$ cat config.mk
export PLATFORM = sky130hd
export DESIGN_NAME = shifter_right_logical
export DESIGN_NICKNAME = d
export VERILOG_FILES = /design/src/rtl/alu_pkg.sv /design/src/rtl/shifter_right_logical_if.sv /design/src/rtl/shifter_rl_core.sv /design/src/rtl/shifter_right_logical.sv
export SDC_FILE = /design/constraint.sdc
export NUM_CORES = 1
export LEC_CHECK = 0
export BUFFER_PORTS_ARGS = -buffer_cell sky130_fd_sc_hd__buf_4
export CORE_MARGIN = 5
export CORE_UTILIZATION = 57
export CTS_CLUSTER_SIZE = 24
export DETAILED_ROUTE_END_ITERATION = 7
export GPL_TIMING_DRIVEN = 0
export PLACE_DENSITY = 0.86
export SLEW_MARGIN = 10
export SYNTH_ARGS = -nofsm -noshare
export SYNTH_HDL_FRONTEND = slang
export SYNTH_SLANG_ARGS = --single-unit
$ cat constraint.sdc
create_clock -name clk_i -period 2.6 [get_ports clk_i]
set_clock_uncertainty 0.1 [all_clocks]
set_input_delay 0.13 -clock clk_i [delete_from_list [all_inputs] [get_ports clk_i]]
set_output_delay 0.13 -clock clk_i [all_outputs]
set_load 0.01 [all_outputs]
$ cat src/rtl/alu_pkg.sv
// Shared ALU definitions: default datapath widths and the word type.
// XLEN and SHAMT_W are the defaults for the shifter parameters.
package alu_pkg;

  localparam int XLEN    = 32;
  localparam int SHAMT_W = 5;

  typedef logic [XLEN-1:0] word_t;

endpackage : alu_pkg

$ cat src/rtl/shifter_right_logical_if.sv
// Operand bundle feeding the right shifter: data, shift amount and qualifier.
// The core modport sees only the operand fields, because the barrel network has no use for the qualifier.
interface shifter_right_logical_if #(
  parameter int DATA_WIDTH  = 32,
  parameter int SHIFT_WIDTH = 5
);

  logic [DATA_WIDTH-1:0]  data;
  logic [SHIFT_WIDTH-1:0] shift_value;
  logic                   valid;

  modport master (output data, output shift_value, output valid);
  modport slave  (input  data, input  shift_value, input  valid);
  modport core   (input  data, input  shift_value);

endinterface : shifter_right_logical_if

$ cat src/rtl/shifter_rl_core.sv
// Combinational log2 barrel network for a logical right shift with zero fill.
// Stage k shifts by 2**k when shift bit k is set; stages that would shift past the width produce zero.
module shifter_rl_core
  import alu_pkg::*;
#(
  parameter int DATA_WIDTH  = XLEN,
  parameter int SHIFT_WIDTH = SHAMT_W
) (
  shifter_right_logical_if.core  op_if,
  output logic [DATA_WIDTH-1:0]  result_o
);

  logic [DATA_WIDTH-1:0] stage [SHIFT_WIDTH+1];

  assign stage[0] = op_if.data;

  for (genvar k = 0; k < SHIFT_WIDTH; k++) begin : g_stage
    localparam int SH = 2 ** k;
    if (SH < DATA_WIDTH) begin : g_shift
      assign stage[k+1] = op_if.shift_value[k]
                          ? {{SH{1'b0}}, stage[k][DATA_WIDTH-1:SH]}
                          : stage[k];
    end else begin : g_flush
      // A 2**k step at or beyond the width clears every bit.
      assign stage[k+1] = op_if.shift_value[k] ? '0 : stage[k];
    end
  end

  assign result_o = stage[SHIFT_WIDTH];

endmodule : shifter_rl_core

$ cat src/rtl/shifter_right_logical.sv
// Registered logical right shifter (SRL/SRLI): a barrel core followed by a one-cycle output register.
// The datapath is never gated by valid_i; valid_o qualifies data_o.
module shifter_right_logical
  import alu_pkg::*;
#(
  parameter int DATA_WIDTH  = XLEN,
  parameter int SHIFT_WIDTH = SHAMT_W
) (
  input  logic                   clk_i,
  input  logic                   rst_i,
  input  logic [DATA_WIDTH-1:0]  data_i,
  input  logic [SHIFT_WIDTH-1:0] shift_value_i,
  input  logic                   valid_i,
  output logic [DATA_WIDTH-1:0]  data_o,
  output logic                   valid_o
);

  shifter_right_logical_if #(
    .DATA_WIDTH  (DATA_WIDTH),
    .SHIFT_WIDTH (SHIFT_WIDTH)
  ) op_if ();

  assign op_if.data        = data_i;
  assign op_if.shift_value = shift_value_i;
  assign op_if.valid       = valid_i;

  logic [DATA_WIDTH-1:0] data_d, data_q;
  logic                  valid_d, valid_q;

  shifter_rl_core #(
    .DATA_WIDTH  (DATA_WIDTH),
    .SHIFT_WIDTH (SHIFT_WIDTH)
  ) u_core (
    .op_if    (op_if.core),
    .result_o (data_d)
  );

  assign valid_d = op_if.valid;

  // Reset wins over the inputs and drops any in-flight result.
  always_ff @(posedge clk_i) begin
    if (rst_i) begin
      data_q  <= '0;
      valid_q <= 1'b0;
    end else begin
      data_q  <= data_d;
      valid_q <= valid_d;
    end
  end

  assign data_o  = data_q;
  assign valid_o = valid_q;

endmodule : shifter_right_logical

==> impl_summary.md, run 1 <==
Outcome
The flow ran to the end, and the final reports show no timing, DRC or antenna violations.

Placement
The estimated wirelength of the detail-placed design is ~6 mm. At the end of routability-driven placement, the weighted congestion stood at between 0.9 and 1. The count of input and output buffers is 71.

The post-placement worst setup slack is roughly 0.63 ns.

Timing
Derived from the worst setup path, the maximum achievable clock frequency is 0.586 GHz. The final critical-path setup slack is slightly below 0.9 ns. The worst path needs roughly 1.7 ns of the cycle, external delays included. Setup repair after global routing left no endpoint under its margin. The post-route clock period utilization is about 66%. Setup violations remaining at the end of the flow were counted as 0.

The count of final max-slew check failures is 0. Measured against its own limit, the worst slew margin works out to around 56%. The hold violation total from the final report is 0. For the final routed database, the setup TNS stands at 0 ns. The slew at the pin closest to its max-slew limit is 0.662 ns.

Global route
The first global-routing pass estimated 12.1 mm of wire. Global routing finished with a remaining overflow of 0. For this run, the total global-route usage over all layers was measured as roughly a quarter.

The via count of the first global-routing pass is 2409. The initial antenna violation count is 0. The maximum number of pins on one net before global-route repair is 11.

Pwr
The share of power burned in the clock network is between 30% and 40%. The analysis attributes to net switching a power of around 0.00044 W. Per report_power, the combinational group accounts for around a third of the total. The switching part of the total is approximately 28%. For this design the ratio of total power to cell area is approximately 470 nW/µm². Summing internal, switching and leakage power gives around 0.0016 W. Cell internal power was estimated by the tool at 0.00112 W. The leakage dissipation is ~1.5 nW. The sequential share of power is between 30% and 40%.

The maximum resistive drop on vdd is 0.000300 V.

Routing
The number of vias per cell after detailed routing is 6.75. The routed wirelength normalized by instance count is 20.9 µm. The final layout contains routed wiring with a total length of roughly 7.5 mm.

The detailed router finished its first iteration with about 300 violations. For this run, design rule violations remaining after detail routing come to 0. The residual antenna-violating net count after detailed routing is 0. For this block, the via count after detailed routing is 2422. The first detailed-routing pass took 5 iterations.

Clock network
The clock tree synthesis step divided the H-tree into 2 levels. Once the clock tree was built, the resizer swapped 0 gates to a different size. Clock tree synthesis found a total of 33 sinks. The number of buffers inserted during clock tree synthesis is 5. TritonCTS built the clock tree. The clock edge transition at the registers on the reported setup and hold paths is roughly 0.070 ns. The deepest clock path buffer count is 2. The tree is rooted in a sky130_fd_sc_hd__clkbuf_8.

Yosys
The number of enable-type register cells in the synthesized netlist is 0. In this run, synthesis produced a sequential element count of 33. During synthesis, Yosys emitted a total of 0 warnings.

Counting distinct cell types in the post-synthesis netlist gives 40. The summed instance area of the synthesized netlist is approximately 2600 µm². The most used flip-flop cell after synthesis is sky130_fd_sc_hd__dfxtp_1. Synthesis produced a netlist with a net count of around 270. In the synthesized netlist the async set-or-reset flop fraction comes to 0%. The share of synthesized area occupied by flip-flops and latches is between 20 and 30%. The cell count after synthesis is roughly 230. The average instance in the mapped netlist occupies between 10 and 15 µm².

Floorplanning
The die covers 6040 µm². From bottom edge to top edge, the die measures about 78 µm. In this run the count of I/O pins placed on the die edge is 73. The starting utilization of the core area is between 50% and 60%.

The die boundary width is 77.7 µm. After floorplanning, the core was sized to cover 4410 µm². The row count is 24.

Setup path
The critical path capture point type is a flop. Data on the critical path is required at its endpoint by roughly 2.7 ns. The kind of launch point of the worst setup path is a primary input. The critical path in this run is classified as primary input to flop.

STA puts the critical path data arrival time at approximately 1.8 ns. Traced cell by cell, the critical path runs through buf_6, buf_12, mux4_1, mux2_2, mux2i_1, nor2_1. For this design, the slowest cell found on the critical path is sky130_fd_sc_hd__mux4_1. The stage delay of the slowest cell on the critical path is 0.64 ns. The largest fanout of any net on the critical path is 10.

Min path
Along the worst hold path, the cell count comes to 3. In this run the worst hold path is classified as primary input to flop.

Cells and area
Measured on the finished design, the core utilization comes to between 70 and 80%. From synthesis to final layout, the design area changed by 27.7%. The post-route netlist has a little over two fifths of its cells at a drive strength greater than 1. 0 antenna diodes ended up in the layout. The total number of nets in the final design is roughly 350.

Run
Across the run, the number of max-cap violations was 0.
[layout by cell type (no fill, tap or decap), drive strengths merged, types with 3 or more instances in the layout]
cell / netlist / layout
buf: 14 / 85
nor2: 17 / 17
o22a: 3 / 3
dfxtp: 33 / 33
mux4: 36 / 36
o22ai: 3 / 3
o221ai: 5 / 5
o211a: 3 / 3
o21ai: 5 / 5
mux2i: 34 / 34
nor2b: 3 / 3
a21oi: 3 / 3
mux2: 13 / 13
nand2: 17 / 17
clkbuf: 7 / 14
or4: 4 / 4
nand3: 5 / 5
[stage by stage]
| step | cells | instance area (µm²) | hold slack, ns |
|---|---|---|---|
| 3_5_place_dp | 350 | 3210 | 0.267 |
| 3_3_place_gp | 350 | 3210 | 0.249 |
| 6_report | 359 | 3340 | 0.144 |
| 4_1_cts | 359 | 3340 | 0.142 |
| 2_1_floorplan | 227 | 2610 | 0.158 |
| 5_1_grt | 359 | 3340 | 0.152 |
[sequential cells by signal, summed over array words and instances (netlist names)]
register / flops
data_o: 32
valid_o: 1
[critical path: cells and delay by family]
kind | cells | cell delay, ns
simple gates | 1 | 0.08
buf+inv | 2 | 0.31
mux | 3 | 1.24
[routing by layer]
layer | vias up | routed length [µm] | GRT usage (%)
met3 | 27 | 792 | 4.98
met4 | 0 | 255 | 8.25
met1 | 1138 | 2830 | 32.9
met2 | 189 | 3640 | 42.0
met5 | - | 0 | 0
li1 | 1068 | - | -
[power groups by stage]
stage          Combinational (W)  Clock (W)  Sequential [W]
3_3_place_gp            0.000508          0        0.000559
3_5_place_dp            0.000515          0        0.000560
5_1_grt                 0.000560   0.000521        0.000552
6_report                0.000525   0.000488        0.000549
4_1_cts                 0.000519   0.000493        0.000549
2_1_floorplan           0.000300          0        0.000578
[kinds of logic after synthesis]
| logic type | after synthesis | share of synthesized area, % |
|---|---|---|
| AO/OA/AOI/OAI | 33 | 9.48 |
| buffers and inverters | 24 | 5.36 |
| flip-flops | 33 | 25.3 |
| multiplexers | 83 | 50.2 |
| AND/OR/NAND/NOR | 54 | 9.63 |
[synth_stat cells, types with 2 or more instances]
cell type,number,share of area [%]
sky130_fd_sc_hd__mux2i_1,34,13
sky130_fd_sc_hd__dfxtp_1,33,25
sky130_fd_sc_hd__mux4_2,32,28
sky130_fd_sc_hd__nand2_1,17,2.4
sky130_fd_sc_hd__nor2_1,17,2.4
sky130_fd_sc_hd__mux2_2,10,4.3
sky130_fd_sc_hd__clkbuf_1,7,1.0
sky130_fd_sc_hd__buf_2,6,1.1
sky130_fd_sc_hd__nand3_1,5,0.96
sky130_fd_sc_hd__o21ai_1,5,0.96
sky130_fd_sc_hd__o221ai_1,5,1.7
sky130_fd_sc_hd__mux4_1,4,4.0
sky130_fd_sc_hd__or4_1,4,1.1
sky130_fd_sc_hd__a21oi_1,3,0.57
sky130_fd_sc_hd__buf_1,3,0.43
sky130_fd_sc_hd__buf_6,3,1.3
sky130_fd_sc_hd__mux2_1,3,1.3
sky130_fd_sc_hd__nor2b_1,3,0.72
sky130_fd_sc_hd__o211a_1,3,1.1
sky130_fd_sc_hd__o22a_1,3,1.0
sky130_fd_sc_hd__o22ai_1,3,0.72
sky130_fd_sc_hd__a31oi_1,2,0.48
sky130_fd_sc_hd__and3_1,2,0.48
sky130_fd_sc_hd__inv_1,2,0.29
sky130_fd_sc_hd__o2bb2ai_1,2,0.67
sky130_fd_sc_hd__or2_2,2,0.48
[timing repair]
action	CTS	global route
endpoints found under the setup margin	0	0
endpoints found under the hold margin	1	0
buffers inserted	0	0
hold buffers	1	0
[worst paths after layout]
path / from / end / slack, ns
max: shift_value_i[0] / data_o[19] / 0.89
min: rst_i / data_o[5] / 0.14
[final cells by class]
cell class,count,area [µm²]
plain buffers,21,129
clock buffers,7,86.3
clock inverters,1,30.0
fillers,314,1080
inverters,3,11.3
multi-input cells,170,1810
flip-flops and latches,33,661
well taps,52,65.1
repair buffers,72,543
Power figures use the tool's default switching activity.
==> inputs of run 2 (changes only) <==
CORE_UTILIZATION = 53   (was 57)
PLACE_DENSITY = 0.81   (was 0.86)
clock period = 1.8 ns   (was 2.6 ns; I/O delays follow)
==> impl_summary.md, run 2 (synthesized netlist as in run 1, its figures left out) <==
Clock network
The level count of the clock H-tree is 2 (unchanged). The total clock sinks came to 33 (unchanged). The deepest clock path buffer count is 2 (unchanged). The post-CTS resize count is 0 (unchanged). The clock edge transition at the registers on the reported setup and hold paths is 0.06 ns (about the same). The number of buffers inserted during clock tree synthesis is 5 (unchanged). The clock root buffer master is sky130_fd_sc_hd__clkbuf_8. TritonCTS built the clock tree.

Cells and area
The share of final-layout standard cells stronger than drive strength 1 was 43.3% (unchanged). The number of diodes added for antenna fixing was 0 (unchanged). The number of flip-flops in the largest register came to 32 (unchanged). The library cells used most frequently in the layout, excluding fill and tap cells, are sky130_fd_sc_hd__buf_4 (72), sky130_fd_sc_hd__mux2i_1 (34), sky130_fd_sc_hd__dfxtp_1 (33). The utilization after layout was 69.9% (-5.7 points).

The most common library cell in the layout ignoring fill and taps is sky130_fd_sc_hd__buf_4. The growth of design area from synthesis to finish is 27.2%. The total number of nets in the final design is 346 (unchanged).

Routing
The number of vias per cell after detailed routing is 6.20 (-8.1%). The total wirelength of the detailed-routed design is 7.31 mm (-2.7%). The via count of the routed design was 2319 (-4.3%). The residual antenna-violating net count after detailed routing is 0 (unchanged). The number of DRC violations after detailed-routing iteration 0 was 251 (-14%). The routed wirelength normalized by instance count was 19.5 µm (-6.6%). The first-pass detailed-route iteration total came to 5 (unchanged). The number of DRC violations after detailed routing is 0 (unchanged).

Floorplanning
The area of the core region is 4750 µm² (+7.7%). The I/O pin total is 73 (unchanged). The die boundary width was 80.2 µm (+3.2%).

The starting utilization of the core area is 54.9% (-4.2 points). The row count was 25 (+4.2%). The vertical extent of the die came to 80.2 µm (+3.2%). The die footprint is 6430 µm² (+6.6%).

Timing
For this run, the top clock speed supported by timing is slightly above 0.6 GHz. The count of final max-slew check failures was 0 (unchanged). The hold violation total from the final report was 0 (unchanged).

The worst slew slack as a fraction of its limit came to 57.0% (+1.1 points). The final critical-path setup slack is 0.159 ns (-0.733 ns). The post-route clock period utilization is 91.1%.

Setup repair after global routing left no endpoint under its margin. The post-route minimum period is about 1.6 ns. The final setup violation count is 0 (unchanged).

The slew at the pin closest to its max-slew limit is 0.645 ns (-0.0171 ns).

Pwr
The sequential share of power was 38.5% (+3.4 points). The internal power component is 0.00143 W (+28%). The overall power after layout is 0.00206 W (+32%). The share of power burned in combinational logic was 36.7% (+3.1 points). The switching part of the total came to 30.3% (+2.0 points). The leakage dissipation was 1.45 nW (-0.93%). The power per unit of standard cell area is 619 nW/µm² (+32%).

The share of power burned in the clock network is 24.8% (-6.4 points). The switching power of the nets was 0.000624 W (+41%). The maximum resistive drop on vdd came to 0.000271 V (-9.7%).

Min path
The tightest min-delay check is of the primary input to flop type. The hold-critical path depth was 3 (unchanged). The end of the worst hold path is data_o[22]. The startpoint identified for the worst hold timing path is rst_i.

Placement
The count of input and output buffers is 71 (unchanged). The last weighted congestion value of the routability-driven placer is 0.949 (+0.30%). The estimated wirelength of the detail-placed design was 5.92 mm (-1.8%).

The post-placement worst setup slack is -0.137 ns (-0.768 ns).

Setup path
The critical path data required time was 1.87 ns (-0.78 ns). The critical path capture point type is a flop. Walking the worst path, the cells encountered are buf_6, buf_12, mux4_1, mux2_2, mux2i_1, o21ai_1. The largest fanout of any net on the critical path is 10 (unchanged). The endpoint arrival time on the critical path is 1.71 ns (-0.05 ns). The kind of launch point of the worst setup path is a primary input. For this design, the slowest cell found on the critical path is sky130_fd_sc_hd__mux4_1. The critical path is of the primary input to flop type. The stage delay of the slowest cell on the critical path was 0.64 ns (about the same).

Global route
The maximum number of pins on one net before global-route repair is 11 (unchanged). The via count of the first global-routing pass came to 2262 (-6.1%). The initial antenna violation count is 0 (unchanged). The total congestion overflow came to 0 (unchanged). The overall global routing resource usage came to 23.7% (-1.5 points). The global-route wire length before repair is 11.6 mm (-3.9%).

Outcome
The run finished with clean final reports.

Run
The number of max-cap violations was 0 (unchanged).
## run 2: worst max path at each step
stage	startpoint	endpoint	slack, ns	cells past startpoint
2_1_floorplan	shift_value_i[0]	data_o[6]	0.06	5
3_3_place_gp	shift_value_i[0]	data_o[3]	-0.12	6
3_5_place_dp	shift_value_i[0]	data_o[3]	-0.14	6
4_1_cts	shift_value_i[0]	data_o[3]	0.15	6
5_1_grt	shift_value_i[0]	data_o[4]	0.06	7
6_report	shift_value_i[0]	data_o[3]	0.16	6
## run 2: per-stage QoR
stage | std cells | TNS, ns | hold WS (ns) | area, µm²
CTS | 374 | 0 | 0.0827 | 3320
global route | 374 | 0 | 0.0934 | 3320
floorplan | 227 | 0 | 0.118 | 2610
finish | 374 | 0 | 0.0871 | 3320
global placement | 365 | -1.06 | 0.208 | 3230
detailed placement | 365 | -0.970 | 0.209 | 3230
## run 2: power groups by stage
| stage | logic (W) | clock network (W) | registers (W) |
|---|---|---|---|
| floorplan | 0.000434 | 0 | 0.000835 |
| global placement | 0.000738 | 0 | 0.000807 |
| detailed placement | 0.000742 | 0 | 0.000808 |
| CTS | 0.000747 | 0.000516 | 0.000792 |
| global route | 0.000806 | 0.000561 | 0.000796 |
| finish | 0.000755 | 0.000511 | 0.000791 |
## run 2: timing repair
action                    in CTS  in global routing
hold endpoints to repair       1                  0
hold buffers                   1                  0
buffers inserted               0                  0
## run 2: cell type report
| cell class | instances | area, µm² |
|---|---|---|
| Sequential cell | 33 | 661 |
| Multi-Input combinational cell | 170 | 1810 |
| Tap cell | 67 | 83.8 |
| Inverter | 3 | 11.3 |
| Timing Repair Buffer | 72 | 543 |
| Clock buffer | 6 | 72.6 |
| Buffer | 21 | 129 |
| Clock inverter | 2 | 10.0 |
| Fill cell | 373 | 1430 |
## run 2: critical path: cells and delay by family
kind                   cells  cell delay [ns]
muxes                      3             1.22
buffers and inverters      2             0.30
AOI/OAI and AO/OA          1             0.09
## run 2: routing by layer
metal  share of wire [%]  track usage (%)  vias to the layer above
met2                  50             41.9                      120
met4                 1.1             5.07                        0
li1                    -                -                     1062
met5                   0                0                        -
met3                 8.2             4.26                        6
met1                  41             30.0                     1131
